**src/rtl/memmap_pkg.sv**
```systemverilog
// Shared types and constants for the MEMORYMAP arbiter slice.
//   state_e          : sequencer state (IDLE -> ACCESS -> RESP -> IDLE)
//   owner_e          : owner id, also the encoding of the grant output
//   PS2_ADDR_DEFAULT : memory-map slot reserved for the PS2 keycode word
package memmap_pkg;

    typedef enum logic [1:0] {
        IDLE   = 2'd0,
        ACCESS = 2'd1,
        RESP   = 2'd2
    } state_e;

    typedef enum logic [1:0] {
        OWN_NONE = 2'd0,
        OWN_PS2  = 2'd1,
        OWN_CPU  = 2'd2,
        OWN_VGA  = 2'd3
    } owner_e;

    localparam logic [5:0] PS2_ADDR_DEFAULT = 6'd62;

endpackage

```
**src/rtl/memmap_arbiter_if.sv**
```systemverilog
// Bundle of every requester handshake plus the MEMORYMAP port.
//   slave  : the arbiter side (takes requests, drives acks and the memory port)
//   master : the requester / memory side
interface memmap_arbiter_if #(
    parameter int ADDR_W = 6,
    parameter int DATA_W = 32
);
    logic              cpu_req;
    logic              cpu_we;
    logic [ADDR_W-1:0] cpu_addr;
    logic [DATA_W-1:0] cpu_wdata;
    logic              cpu_ack;
    logic [DATA_W-1:0] cpu_rdata;

    logic              ps2_valid;
    logic [DATA_W-1:0] ps2_data;
    logic              ps2_ready;

    logic              vga_req;
    logic [ADDR_W-1:0] vga_addr;
    logic              vga_ack;
    logic [DATA_W-1:0] vga_rdata;

    logic [ADDR_W-1:0] mm_dir;
    logic [DATA_W-1:0] mm_dataWrite;
    logic              mm_WE;
    logic [DATA_W-1:0] mm_readData;

    logic [1:0]        grant;

    modport slave (
        input  cpu_req, cpu_we, cpu_addr, cpu_wdata,
        input  ps2_valid, ps2_data,
        input  vga_req, vga_addr,
        input  mm_readData,
        output cpu_ack, cpu_rdata, ps2_ready, vga_ack, vga_rdata,
        output mm_dir, mm_dataWrite, mm_WE, grant
    );

    modport master (
        output cpu_req, cpu_we, cpu_addr, cpu_wdata,
        output ps2_valid, ps2_data,
        output vga_req, vga_addr,
        output mm_readData,
        input  cpu_ack, cpu_rdata, ps2_ready, vga_ack, vga_rdata,
        input  mm_dir, mm_dataWrite, mm_WE, grant
    );

endinterface

```
**src/rtl/memmap_prio_sel.sv**
```systemverilog
// Priority pick PS2 > CPU > VGA with a VGA anti-starvation override.
// Ports:
//   clk, reset     : clock, asynchronous active-low reset
//   ps2_valid, cpu_req, vga_req : pending requests
//   sample         : the sequencer is in IDLE and will consume winner
//   vga_busy       : VGA currently owns the port (its own transaction)
//   winner         : owner id chosen from the current requests
module memmap_prio_sel
    import memmap_pkg::*;
#(
    parameter int STARVE_MAX = 8
) (
    input  logic   clk,
    input  logic   reset,
    input  logic   ps2_valid,
    input  logic   cpu_req,
    input  logic   vga_req,
    input  logic   sample,
    input  logic   vga_busy,
    output owner_e winner
);

    localparam int CNT_W = $clog2(STARVE_MAX + 1);
    localparam logic [CNT_W-1:0] CNT_MAX = CNT_W'(STARVE_MAX);

    logic [CNT_W-1:0] starve_cnt_reg;
    logic             vga_served;

    always_comb begin
        winner = OWN_NONE;
        if (vga_req && starve_cnt_reg == CNT_MAX) begin
            winner = OWN_VGA;
        end else if (ps2_valid) begin
            winner = OWN_PS2;
        end else if (cpu_req) begin
            winner = OWN_CPU;
        end else if (vga_req) begin
            winner = OWN_VGA;
        end
    end

    // VGA's own ACCESS/RESP cycles are not waiting time.
    assign vga_served = vga_busy || (sample && winner == OWN_VGA);

    always_ff @(posedge clk or negedge reset) begin
        if (!reset) begin
            starve_cnt_reg <= '0;
        end else if (!vga_req || vga_served) begin
            starve_cnt_reg <= '0;
        end else if (starve_cnt_reg != CNT_MAX) begin
            starve_cnt_reg <= starve_cnt_reg + 1'b1;
        end
    end

endmodule

```
**src/rtl/memmap_arbiter.sv**
```systemverilog
// Single-port arbiter/sequencer in front of MEMORYMAP, shared by the PS2
// keycode writer, the CPU and the VGA scanner. One transaction at a time:
// IDLE (pick + latch) -> ACCESS (drive port) -> RESP (ack pulse) -> IDLE.
// Ports:
//   clk   : system clock, rising edge
//   reset : asynchronous active-low reset
//   bus   : requester handshakes, MEMORYMAP port and grant (slave side)
module memmap_arbiter
    import memmap_pkg::*;
#(
    parameter int                ADDR_W     = 6,
    parameter int                DATA_W     = 32,
    parameter logic [ADDR_W-1:0] PS2_ADDR   = ADDR_W'(PS2_ADDR_DEFAULT),
    parameter int                RD_LAT     = 1,
    parameter int                STARVE_MAX = 8
) (
    input  logic             clk,
    input  logic             reset,
    memmap_arbiter_if.slave  bus
);

    localparam int LAT_W = (RD_LAT > 1) ? $clog2(RD_LAT) : 1;
    localparam logic [LAT_W-1:0] LAT_LAST = LAT_W'(RD_LAT - 1);

    state_e            state_reg;
    owner_e            owner_reg;
    owner_e            grant_reg;
    owner_e            winner;
    logic              is_write_reg;
    logic [LAT_W-1:0]  lat_cnt_reg;
    logic [ADDR_W-1:0] mm_dir_reg;
    logic [DATA_W-1:0] mm_data_reg;
    logic              mm_we_reg;
    logic              cpu_ack_reg;
    logic              ps2_ready_reg;
    logic              vga_ack_reg;
    logic [DATA_W-1:0] cpu_rdata_reg;
    logic [DATA_W-1:0] vga_rdata_reg;
    logic              access_done;

    memmap_prio_sel #(
        .STARVE_MAX (STARVE_MAX)
    ) u_sel (
        .clk       (clk),
        .reset     (reset),
        .ps2_valid (bus.ps2_valid),
        .cpu_req   (bus.cpu_req),
        .vga_req   (bus.vga_req),
        .sample    (state_reg == IDLE),
        .vga_busy  (owner_reg == OWN_VGA),
        .winner    (winner)
    );

    // Writes occupy ACCESS for one cycle; reads hold the address RD_LAT cycles.
    assign access_done = is_write_reg || (lat_cnt_reg == LAT_LAST);

    always_ff @(posedge clk or negedge reset) begin
        if (!reset) begin
            state_reg     <= IDLE;
            owner_reg     <= OWN_NONE;
            grant_reg     <= OWN_NONE;
            is_write_reg  <= 1'b0;
            lat_cnt_reg   <= '0;
            mm_dir_reg    <= '0;
            mm_data_reg   <= '0;
            mm_we_reg     <= 1'b0;
            cpu_ack_reg   <= 1'b0;
            ps2_ready_reg <= 1'b0;
            vga_ack_reg   <= 1'b0;
            cpu_rdata_reg <= '0;
            vga_rdata_reg <= '0;
        end else begin
            cpu_ack_reg   <= 1'b0;
            ps2_ready_reg <= 1'b0;
            vga_ack_reg   <= 1'b0;
            case (state_reg)
                IDLE: begin
                    if (winner != OWN_NONE) begin
                        owner_reg   <= winner;
                        grant_reg   <= winner;
                        lat_cnt_reg <= '0;
                        state_reg   <= ACCESS;
                        case (winner)
                            OWN_PS2: begin
                                mm_dir_reg   <= PS2_ADDR;
                                mm_data_reg  <= bus.ps2_data;
                                is_write_reg <= 1'b1;
                                mm_we_reg    <= 1'b1;
                            end
                            OWN_CPU: begin
                                mm_dir_reg   <= bus.cpu_addr;
                                is_write_reg <= bus.cpu_we;
                                if (bus.cpu_we) begin
                                    mm_data_reg <= bus.cpu_wdata;
                                end
                                // The PS2 slot is owned by the keyboard path:
                                // CPU writes there complete without a strobe.
                                mm_we_reg <= bus.cpu_we && (bus.cpu_addr != PS2_ADDR);
                            end
                            OWN_VGA: begin
                                mm_dir_reg   <= bus.vga_addr;
                                is_write_reg <= 1'b0;
                            end
                            default: ;
                        endcase
                    end
                end
                ACCESS: begin
                    if (access_done) begin
                        mm_we_reg <= 1'b0;
                        grant_reg <= OWN_NONE;
                        state_reg <= RESP;
                        if (!is_write_reg) begin
                            if (owner_reg == OWN_CPU) begin
                                cpu_rdata_reg <= bus.mm_readData;
                            end else if (owner_reg == OWN_VGA) begin
                                vga_rdata_reg <= bus.mm_readData;
                            end
                        end
                        case (owner_reg)
                            OWN_PS2: ps2_ready_reg <= 1'b1;
                            OWN_CPU: cpu_ack_reg   <= 1'b1;
                            OWN_VGA: vga_ack_reg   <= 1'b1;
                            default: ;
                        endcase
                    end else begin
                        lat_cnt_reg <= lat_cnt_reg + 1'b1;
                    end
                end
                RESP: begin
                    // Requests are deliberately not sampled here.
                    owner_reg <= OWN_NONE;
                    state_reg <= IDLE;
                end
                default: state_reg <= IDLE;
            endcase
        end
    end

    assign bus.mm_dir       = mm_dir_reg;
    assign bus.mm_dataWrite = mm_data_reg;
    assign bus.mm_WE        = mm_we_reg;
    assign bus.cpu_ack      = cpu_ack_reg;
    assign bus.cpu_rdata    = cpu_rdata_reg;
    assign bus.ps2_ready    = ps2_ready_reg;
    assign bus.vga_ack      = vga_ack_reg;
    assign bus.vga_rdata    = vga_rdata_reg;
    assign bus.grant        = grant_reg;

endmodule

```
**src/flat_wrapper.sv**
```systemverilog
// flat-port wrapper written by rule: the top's interface ports become plain ports
module memmap_arbiter_flat import memmap_pkg::*;
#(
    parameter int                ADDR_W     = 6,
    parameter int                DATA_W     = 32,
    parameter logic [ADDR_W-1:0] PS2_ADDR   = ADDR_W'(PS2_ADDR_DEFAULT),
    parameter int                RD_LAT     = 1,
    parameter int                STARVE_MAX = 8
)
  (clk, reset, bus_cpu_req, bus_cpu_we, bus_cpu_addr, bus_cpu_wdata, bus_ps2_valid, bus_ps2_data, bus_vga_req, bus_vga_addr, bus_mm_readData, bus_cpu_ack, bus_cpu_rdata, bus_ps2_ready, bus_vga_ack, bus_vga_rdata, bus_mm_dir, bus_mm_dataWrite, bus_mm_WE, bus_grant);
  memmap_arbiter_if #(.ADDR_W(ADDR_W), .DATA_W(DATA_W)) bus_i ();
  input  logic clk;
  input  logic reset;
  input wire logic [$bits(bus_i.cpu_req)-1:0] bus_cpu_req;
  input wire logic [$bits(bus_i.cpu_we)-1:0] bus_cpu_we;
  input wire logic [$bits(bus_i.cpu_addr)-1:0] bus_cpu_addr;
  input wire logic [$bits(bus_i.cpu_wdata)-1:0] bus_cpu_wdata;
  input wire logic [$bits(bus_i.ps2_valid)-1:0] bus_ps2_valid;
  input wire logic [$bits(bus_i.ps2_data)-1:0] bus_ps2_data;
  input wire logic [$bits(bus_i.vga_req)-1:0] bus_vga_req;
  input wire logic [$bits(bus_i.vga_addr)-1:0] bus_vga_addr;
  input wire logic [$bits(bus_i.mm_readData)-1:0] bus_mm_readData;
  output wire logic [$bits(bus_i.cpu_ack)-1:0] bus_cpu_ack;
  output wire logic [$bits(bus_i.cpu_rdata)-1:0] bus_cpu_rdata;
  output wire logic [$bits(bus_i.ps2_ready)-1:0] bus_ps2_ready;
  output wire logic [$bits(bus_i.vga_ack)-1:0] bus_vga_ack;
  output wire logic [$bits(bus_i.vga_rdata)-1:0] bus_vga_rdata;
  output wire logic [$bits(bus_i.mm_dir)-1:0] bus_mm_dir;
  output wire logic [$bits(bus_i.mm_dataWrite)-1:0] bus_mm_dataWrite;
  output wire logic [$bits(bus_i.mm_WE)-1:0] bus_mm_WE;
  output wire logic [$bits(bus_i.grant)-1:0] bus_grant;
  assign bus_i.cpu_req = bus_cpu_req;
  assign bus_i.cpu_we = bus_cpu_we;
  assign bus_i.cpu_addr = bus_cpu_addr;
  assign bus_i.cpu_wdata = bus_cpu_wdata;
  assign bus_i.ps2_valid = bus_ps2_valid;
  assign bus_i.ps2_data = bus_ps2_data;
  assign bus_i.vga_req = bus_vga_req;
  assign bus_i.vga_addr = bus_vga_addr;
  assign bus_i.mm_readData = bus_mm_readData;
  assign bus_cpu_ack = bus_i.cpu_ack;
  assign bus_cpu_rdata = bus_i.cpu_rdata;
  assign bus_ps2_ready = bus_i.ps2_ready;
  assign bus_vga_ack = bus_i.vga_ack;
  assign bus_vga_rdata = bus_i.vga_rdata;
  assign bus_mm_dir = bus_i.mm_dir;
  assign bus_mm_dataWrite = bus_i.mm_dataWrite;
  assign bus_mm_WE = bus_i.mm_WE;
  assign bus_grant = bus_i.grant;
  memmap_arbiter #(.ADDR_W(ADDR_W), .DATA_W(DATA_W), .PS2_ADDR(PS2_ADDR), .RD_LAT(RD_LAT), .STARVE_MAX(STARVE_MAX)) u_core (.clk(clk), .reset(reset), .bus(bus_i));
endmodule
```
**config.mk**
```make
export PLATFORM = sky130hd
export DESIGN_NAME = memmap_arbiter_flat
export DESIGN_NICKNAME = d
export VERILOG_FILES = /design/src/rtl/memmap_pkg.sv /design/src/rtl/memmap_arbiter_if.sv /design/src/rtl/memmap_prio_sel.sv /design/src/rtl/memmap_arbiter.sv /design/src/flat_wrapper.sv
export SDC_FILE = /design/constraint.sdc
export NUM_CORES = 1
export LEC_CHECK = 0
export ABC_AREA = 1
export BUFFER_PORTS_ARGS = -buffer_cell sky130_fd_sc_hd__buf_4
export CAP_MARGIN = 10
export CELL_PAD_IN_SITES_DETAIL_PLACEMENT = 1
export CELL_PAD_IN_SITES_GLOBAL_PLACEMENT = 1
export CORE_MARGIN = 2
export CORE_UTILIZATION = 37
export DETAILED_ROUTE_END_ITERATION = 10
export GPL_ROUTABILITY_DRIVEN = 1
export PLACE_DENSITY = 0.95
export RECOVER_POWER = 50
export SYNTH_ARGS = -nofsm -noshare
export SYNTH_HDL_FRONTEND = slang
export SYNTH_SLANG_ARGS = --single-unit
```
**constraint.sdc**
```tcl
create_clock -name clk -period 3.3 [get_ports clk]
set_input_delay 0.66 -clock clk [delete_from_list [all_inputs] [get_ports clk]]
set_output_delay 0.66 -clock clk [all_outputs]
set_load 0.005 [all_outputs]
```
# After elaboration in Yosys (flattened, before gate mapping)
# Cells that the tools add are included.
# totals
regBits,118
latch_bits,0
ramBits,0
mem_bits_ro,0
output_inout_bits,108
elab_cells,91
n_memories,0
# classes
addsub,2
mul,0
div_mod_pow,0
magnitude_cmp,0
n_eq_ne,16
shift,0
muxes,33
bitwise_logic,3
reduce_logical,23
# ops
op,n
$pmux 32 s2,1
$mux 32,1
$pmux 6 s3,1
$mux 2,8
$mux 1,13
$pmux 2 s2,3
$reduce_and 4->1,3
$eq 2x2->1 const B,5
$reduce_bool 2->1,5
$reduce_and 3->1,3
$mux 4,2
$eq 2x1->1 const B,3
$ne 6x6->1 const B,1
$pmux 1 s2,3
$reduce_and 5->1,1
$add 4x1->4 const B,1
$eq 4x4->1 const B,1
$ne 2x1->1 const B,2
$ne 2x2->1 const B,2
$ne 4x4->1 const B,1
$reduce_and 2->1,2
$logic_and 1x1->1,3
$logic_or 1x1->1,3
$ne 3x1->1 const B,1
6 further kinds,8

# Logic depth before layout (Yosys ltp)
# Gate-level depths: netlist of run 1.
# logic_depth
word_depth,9
mapped_depth,10
depth_no_buf,9

# Modules after synthesis
# A second synthesis of run 1 with hierarchy kept.
# unflattened
hier_cells,609
hier_area_um2,5134.9
# by_module_without_submodules
mod,n_inst,cells_each,area_each_um2,seq_area_each_um2
memmap_arbiter,1,576,4858.4,2852.7
memmap_prio_sel,1,33,276.5,100.1

# Least setup slack after synthesis of run 1
# OpenSTA, ideal clock, no wires.
# synth_path
kind,input-to-reg
startpoint,input port bus_cpu_req
endpoint,register u_core.mm_data_reg[0] (netlist: u_core.bus.mm_dataWrite[0])
setup_time_ns,0.116
t_arrival_ns,1.457
t_required_ns,3.184
path_slack_ns,1.726
path_stages,8
n_path_buf,1
path_cell_list,inv_2 a21oi_2 nand2_4 o21ai_2 nand2_4 buf_6 nand2_1 nand2_1
# synth_between
elab_chain_cells,6
# synth_lines
element,line,source
"start, declared",flat_wrapper.sv:14,input wire logic [$bits(bus_i.cpu_req)-1:0] bus_cpu_req;
$mux 2 (*),memmap_prio_sel.sv:35,end else if (cpu_req) begin
$mux 2 (*),memmap_prio_sel.sv:33,end else if (ps2_valid) begin
$mux 2 (*),memmap_prio_sel.sv:31,if (vga_req && starve_cnt_reg == CNT_MAX) begin
$eq 2x2->1 or $eq 2x1->1 (tied branches),memmap_arbiter.sv:83,case (winner)
$ne 2x2->1 (no source line) or $reduce_bool 2->1 (tied branches),-,
$reduce_and 4->1 (no source line),-,
"end signal, assigned",memmap_arbiter.sv:86,mm_data_reg <= bus.ps2_data;
"end signal, assigned",memmap_arbiter.sv:94,mm_data_reg <= bus.cpu_wdata;
"end, declared",memmap_arbiter.sv:32,logic [DATA_W-1:0] mm_data_reg;
# Every way passes the cells marked *; elsewhere a longest branch is shown, timed or not.
# A chain may end at the register's enable or synchronous reset.

# Worst setup path in the final report of run 1
# layout_path
startpoint,register u_core.state_reg[0]
endpoint,register u_core.cpu_rdata_reg[28] (netlist: u_core.bus.cpu_rdata[28])
# layout_between
elab_chain_cells,2
# layout_lines
element,line,source
"start, declared",memmap_arbiter.sv:25,state_e state_reg;
"start signal, assigned",memmap_arbiter.sv:59,state_reg <= IDLE;
"start signal, assigned",memmap_arbiter.sv:82,state_reg <= ACCESS;
"start signal, assigned",memmap_arbiter.sv:112,state_reg <= RESP;
$eq 2x1->1,memmap_arbiter.sv:76,case (state_reg)
$reduce_and 4->1 (no source line),-,
"end signal, assigned",memmap_arbiter.sv:115,cpu_rdata_reg <= bus.mm_readData;
"end, declared",memmap_arbiter.sv:37,logic [DATA_W-1:0] cpu_rdata_reg;
# Every way passes these cells.

==> results.cfg, run 1 <==
[outcome]
status = finished clean

[clock_tree]
cts_setup_buffers = 0
clock_sinks = 118
ctsResizeCount = 0
cts_made_buffers = 17
cts_root_buf = clkbuf_16
clock_latency_ns = 0.41
cts.hold.buffers_added = 0
cts_buffer_depth = 2
tritoncts = built
clkTransAtPathRegs_ns = 0.05
htreeDepth = 4

[global_route]
grt_max_degree = 71
grt_overflow_total = 0
antenna_found_initial = 0
grt_pass1_vias = 5125
grt_pass1_wl_um = 26700
grtUsageTotal = 0.232

[yosys]
synth_area_leaders = dfrtp_1 (57%), nand2_1 (19%), nand3_1 (3.9%), o21ai_0 (3.5%), o21ai_1 (3.5%)
ys_ff_latch = 118
synth_top_area_share = 0.566
syn_area_mm2 = 0.00522
ys_seq_area_frac = 0.566
ys_types = 30
synthCells = 619
yosysTopAreaCell = dfrtp_1
synth_nets = 735
avgSynthCellArea_um2 = 8.43
yosysWarnings = 0

[sta]
fin_crit_sh = 0.734
hold_viol = 0
fmax_ghz = 0.413
grt_setup_unrepaired = no
slew_headroom = 0.245
fin_skew_ns = 0.0172
slew_viol_final = 0
period_needed_ns = 2.42
finalSetupViolCount = 0
worst_slew_pin_slew_ns = 1.13
finalSetupTns_ns = 0

[hold_path]
hold_class = in2async

[power_and_ir_drop]
p_per_area_mw_per_mm2 = 938
peakVddDrop_mv = 0.443
leakagePower_nw = 4.12

[floorplan]
die_y_um = 123
ioPinCount = 222
die_w_um = 123
initial_core_util = 0.378
dieArea_mm2 = 0.0151
fp.coreArea_mm2 = 0.0138
rows = 43

[detailed_routing]
viasPerCell = 4.87
firstDrtPassIters = 6
drc = 0
vias = 5021
drt_iter0_drc = 314
ant_nets = 0
routedWlPerCell_um = 16.8
drt_wl_total_um = 17300

[final_layout]
layout-drive-gt1-share = 0.302
fill_cells = 1668
insertedDiodeCount = 0
nets = 953
area_delta_synth_final_pct = 44.3
instances_no_fill = 1030

[worst_setup_path]
crit_fanout = 64
start_kind = flip-flop
required_ns = 3.57
worstSetupPathType = reg2reg
cp-end-kind = flip-flop
cp_data_arrival_time_ns = 2.70

[flow_run]
maxCapViolCount = 0

[placement]
hpwl_um = 12300
io_buffer_count = 221
routabilityCongestion = 0.834
post-place-cells = 998
-- logic make-up after synthesis --
logic type,count (synthesis),synth area share
buffers and inverters,78,0.0741
AOI/OAI and AO/OA,83,0.0825
DFF,118,0.566
adders and majority gates,2,0.00479
xor gates and xnor gates,2,0.00336
and+or+nand+nor,336,0.270
-- synth_stat cells --
master      n
nand4_2     1
inv_4       1
nor2_1     17
o31ai_1     1
buf_1       3
nand3b_1    5
nand3_2     1
a21oi_1     5
nor2_4      3
a21oi_2     1
nand4_1     1
buf_2      13
o21ai_2     2
nand2_2     4
inv_1      43
clkbuf_2    3
buf_6       9
nand2_4     3
o21ai_1    36
nand3_1    41
nor2_2      1
ha_1        2
o21ai_0    37
nor3_1      1
o22ai_1     1
dfrtp_1   118
nand2_1   258
buf_4       1
inv_2       5
xor2_1      2
-- layer usage --
metal  share of wire  vias to the layer above  global-route usage
met4           0.023                        0              0.0769
met1            0.39                     2380               0.264
met3           0.096                       33              0.0892
li1                -                     2390                   -
met5               0                        -                   0
met2            0.49                      218               0.398
-- report_power, final --
part / switching [mW] / internal [mW]
registers: 0.442 / 2.14
logic: 1.27 / 1.15
clock network: 0.701 / 1.37
-- placed cells by master (no fill, tap or decap), drive strengths merged --
cell,Yosys,routed
clkbuf,3,67
o21ai,75,75
nor2,21,21
nand3b,5,5
a21oi,6,6
nand4,2,2
ha,2,2
xor2,2,2
buf,26,179
nand3,42,42
dfrtp,118,118
inv,49,51
nand2,265,265
bufinv,0,5
o31ai,1,1
o22ai,1,1
clkinvlp,0,2
clkinv,0,5
nor3,1,1
-- path summary, 6_finish.rpt --
| check | startpoint | end | slack, ns | cells after the start |
|---|---|---|---|---|
| worst max-delay path | u_core.state_reg[0]$_DFFE_PN0P_ | u_core.bus.cpu_rdata[28]$_DFFE_PN0P_ | 0.88 | 6 |
| min in group clk | u_core.bus.mm_dataWrite[26]$_DFFE_PN0P_ | u_core.bus.mm_dataWrite[26]$_DFFE_PN0P_ | 0.47 | 2 |
| worst min register to register | u_core.bus.mm_dataWrite[26]$_DFFE_PN0P_ | u_core.bus.mm_dataWrite[26]$_DFFE_PN0P_ | 0.47 | 2 |
| max in group asynchronous | reset | u_core.bus.mm_dataWrite[7]$_DFFE_PN0P_ | 1.93 | 2 |
| worst max register to register | u_core.state_reg[0]$_DFFE_PN0P_ | u_core.bus.cpu_rdata[28]$_DFFE_PN0P_ | 0.88 | 6 |
| worst min-delay path | reset | u_core.bus.vga_rdata[27]$_DFFE_PN0P_ | 0.37 | 1 |
-- area by class of cell --
| cell class | count | area, µm² | area share |
|---|---|---|---|
| Clock buffer | 18 | 439 | 0.0583 |
| Clock inverter | 14 | 223 | 0.0296 |
| Inverter | 49 | 186 | 0.0247 |
| Multi-Input combinational cell | 423 | 1870 | 0.248 |
| Sequential cell | 118 | 2950 | 0.392 |
| Tap cell | 180 | 225 | 0.0299 |
| Timing Repair Buffer | 228 | 1640 | 0.218 |
-- critical path: stages, from the launching register on --
cell and delay (ns):
dfrtp_1 0.40, inv_1 0.13, nor2_4 0.11, nand2_1 0.21, nor2_1 0.22, nand2_2 0.65, o21ai_0 0.54
-- through the flow --
stage | instance area [µm²] | total power [mW] | utilization | hold slack (ns) | worst slack, ns
after floorplan | 5220 | 3.59 | - | 0.364 | 1.73
after global placement | 6970 | 4.94 | 0.504 | 0.455 | 1.05
after CTS | 7630 | 7.28 | 0.552 | 0.0977 | 1.00
final | 7530 | 7.06 | 0.545 | 0.367 | 0.877
after global routing | 7530 | 7.57 | 0.545 | 0.414 | 0.606
after detailed placement | 6970 | 5.12 | 0.504 | 0.461 | 0.977
Note: power is estimated with default switching activity, not from simulation.
==> inputs of run 2 (changes only) <==
Settings changed: CORE_UTILIZATION 37 to 34, PLACE_DENSITY 0.95 to 0.89.
Clock period 3.3 ns to 2.45 ns, I/O delays scaled along.
==> run 2 against run 1 <==
  * Non-clock buffer count up 1
  * Critical path type unchanged
  * Global-route usage down 2.7 points
  * Clock skew down 0.012 ns
  * Worst hold slack worse by 0.15 ns
  * Maximum frequency up 22%
  * Combinational power up 32%
  * Cell area down 0.68%
==> results.cfg, run 2 (synthesis gave the netlist of run 1 again) <==
[placement]
io_buffer_count = 221
hpwl_um = 11800
place_area_mm2 = 0.00701
routabilityCongestion = 0.787
post-place-cells = 1007

[power_and_ir_drop]
peakVddDrop_mv = 0.614
leakagePower_nw = 4.09
finalPower_mw = 9.16
p_per_area_mw_per_mm2 = 1220

[clock_tree]
clkTransAtPathRegs_ns = 0.06
tritoncts = built
clock_latency_ns = 0.41
cts_root_buf = clkbuf_16
clock_sinks = 118
cts_setup_buffers = 0
ctsResizeCount = 0
cts_buffer_depth = 2
htreeDepth = 4
cts.hold.buffers_added = 0
cts_made_buffers = 17

[sta]
fmax_ghz = 0.502
slew_headroom = 0.285
worst_slew_pin_slew_ns = 1.07
slew_viol_final = 0
fin_skew_ns = 0.00532
grt_setup_unrepaired = no
hold_viol = 0
finalSetupViolCount = 0
period_needed_ns = 1.99
fin_crit_sh = 0.813
finalSetupTns_ns = 0

[final_layout]
multi_input_area_mm2 = 0.00187
layout_common_cells = nand2_1 (259), buf_4 (176), dfrtp_1 (118), inv_1 (43), nand3_1 (41)
instances_no_fill = 1039
seq_area_mm2 = 0.00295
final_area_mm2 = 0.00748
area_delta_synth_final_pct = 43.3
nets = 954
insertedDiodeCount = 0
fill_cells = 1848
final_common_cell = nand2_1
layout-drive-gt1-share = 0.302

[detailed_routing]
drt_iter0_drc = 205
drc = 0
routedWlPerCell_um = 15.7
drt_wl_total_um = 16400
ant_nets = 0
vias = 4963
viasPerCell = 4.78
firstDrtPassIters = 4

[global_route]
grtUsageTotal = 0.205
grt_pass1_wl_um = 26100
grt_pass1_vias = 5159
grt_max_degree = 65
antenna_found_initial = 0
grt_overflow_total = 0

[worst_setup_path]
setup.worst_path.start = u_core.is_write_reg$_DFFE_PN0P_
reg2reg_depth = 8
cp_data_arrival_time_ns = 2.33
crit_fanout = 36
worstSetupPathType = reg2reg
required_ns = 2.78
cp-end-kind = flip-flop
start_kind = flip-flop
rr_startpoint = u_core.is_write_reg$_DFFE_PN0P_

[floorplan]
die_y_um = 128
die_w_um = 128
initial_core_util = 0.346
fp.coreArea_mm2 = 0.0151
rows = 45
ioPinCount = 222
dieArea_mm2 = 0.0164

[hold_path]
hold_class = in2async

[flow_run]
maxCapViolCount = 0

[outcome]
status = finished clean
==> run 2: cell count changes in the layout (fill, tap and decap cells not counted), moves of 2 or more <==
cell and delta:
clkbuf_1 +3, bufinv_16 -2, clkbuf_2 +3, inv_6 -2
clkinv_2 +2
==> run 2: per-layer routing <==
layer  global-route usage  up-vias  wire length, µm
met5                    0        -                0
met4               0.0724        0              262
met3               0.0843       17             1540
met2                0.348      194             7900
met1                0.232     2363             6650
li1                     -     2389                -
==> run 2: per-stage QoR <==
stage                     setup slack, ns   util  hold WS [ns]
after floorplan                     0.943      -         0.194
after global placement              0.618  0.465         0.455
after detailed placement            0.557  0.465         0.462
after CTS                           0.532  0.504        0.0559
after global routing                0.243  0.496         0.278
final                               0.457  0.496         0.214
==> run 2: critical path: stages, from the launching register on <==
cell and delay [ns]:
dfrtp_1 0.37, nor2_1 0.14, inv_1 0.07, nand2_1 0.24, nor2_4 0.05, nand2_2 0.38
buf_4 0.41, nand2_1 0.12, o21ai_1 0.10
==> run 2: power breakdown <==
group | total [mW] | leakage (nW) | switching, mW | internal (mW)
clock network | 2.52 | 0.286 | 0.896 | 1.62
logic | 3.19 | 2.38 | 1.65 | 1.54
registers | 3.45 | 1.42 | 0.570 | 2.88
total | 9.16 | 4.09 | 3.11 | 6.05
==> run 2: final cells by class <==
| class | count | share of cell area |
|---|---|---|
| sequential | 118 | 0.395 |
| multi-input combinational | 423 | 0.249 |
| timing repair buffer | 229 | 0.219 |
| clock buffer | 20 | 0.0597 |
| tap | 188 | 0.0314 |
| inverter | 49 | 0.0249 |
| clock inverter | 12 | 0.0206 |
==> run 2: final timing paths <==
check                      slack [ns]                                       to
hold reg to reg                  0.47  u_core.bus.mm_dataWrite[31]$_DFFE_PN0P_
setup reg to reg                 0.46     u_core.bus.cpu_rdata[11]$_DFFE_PN0P_
setup / recovery                 0.46     u_core.bus.cpu_rdata[11]$_DFFE_PN0P_
max in group asynchronous        0.65  u_core.bus.mm_dataWrite[26]$_DFFE_PN0P_
hold / removal                   0.21     u_core.bus.cpu_rdata[21]$_DFFE_PN0P_
min in group clk                 0.34     u_core.bus.vga_rdata[21]$_DFFE_PN0P_
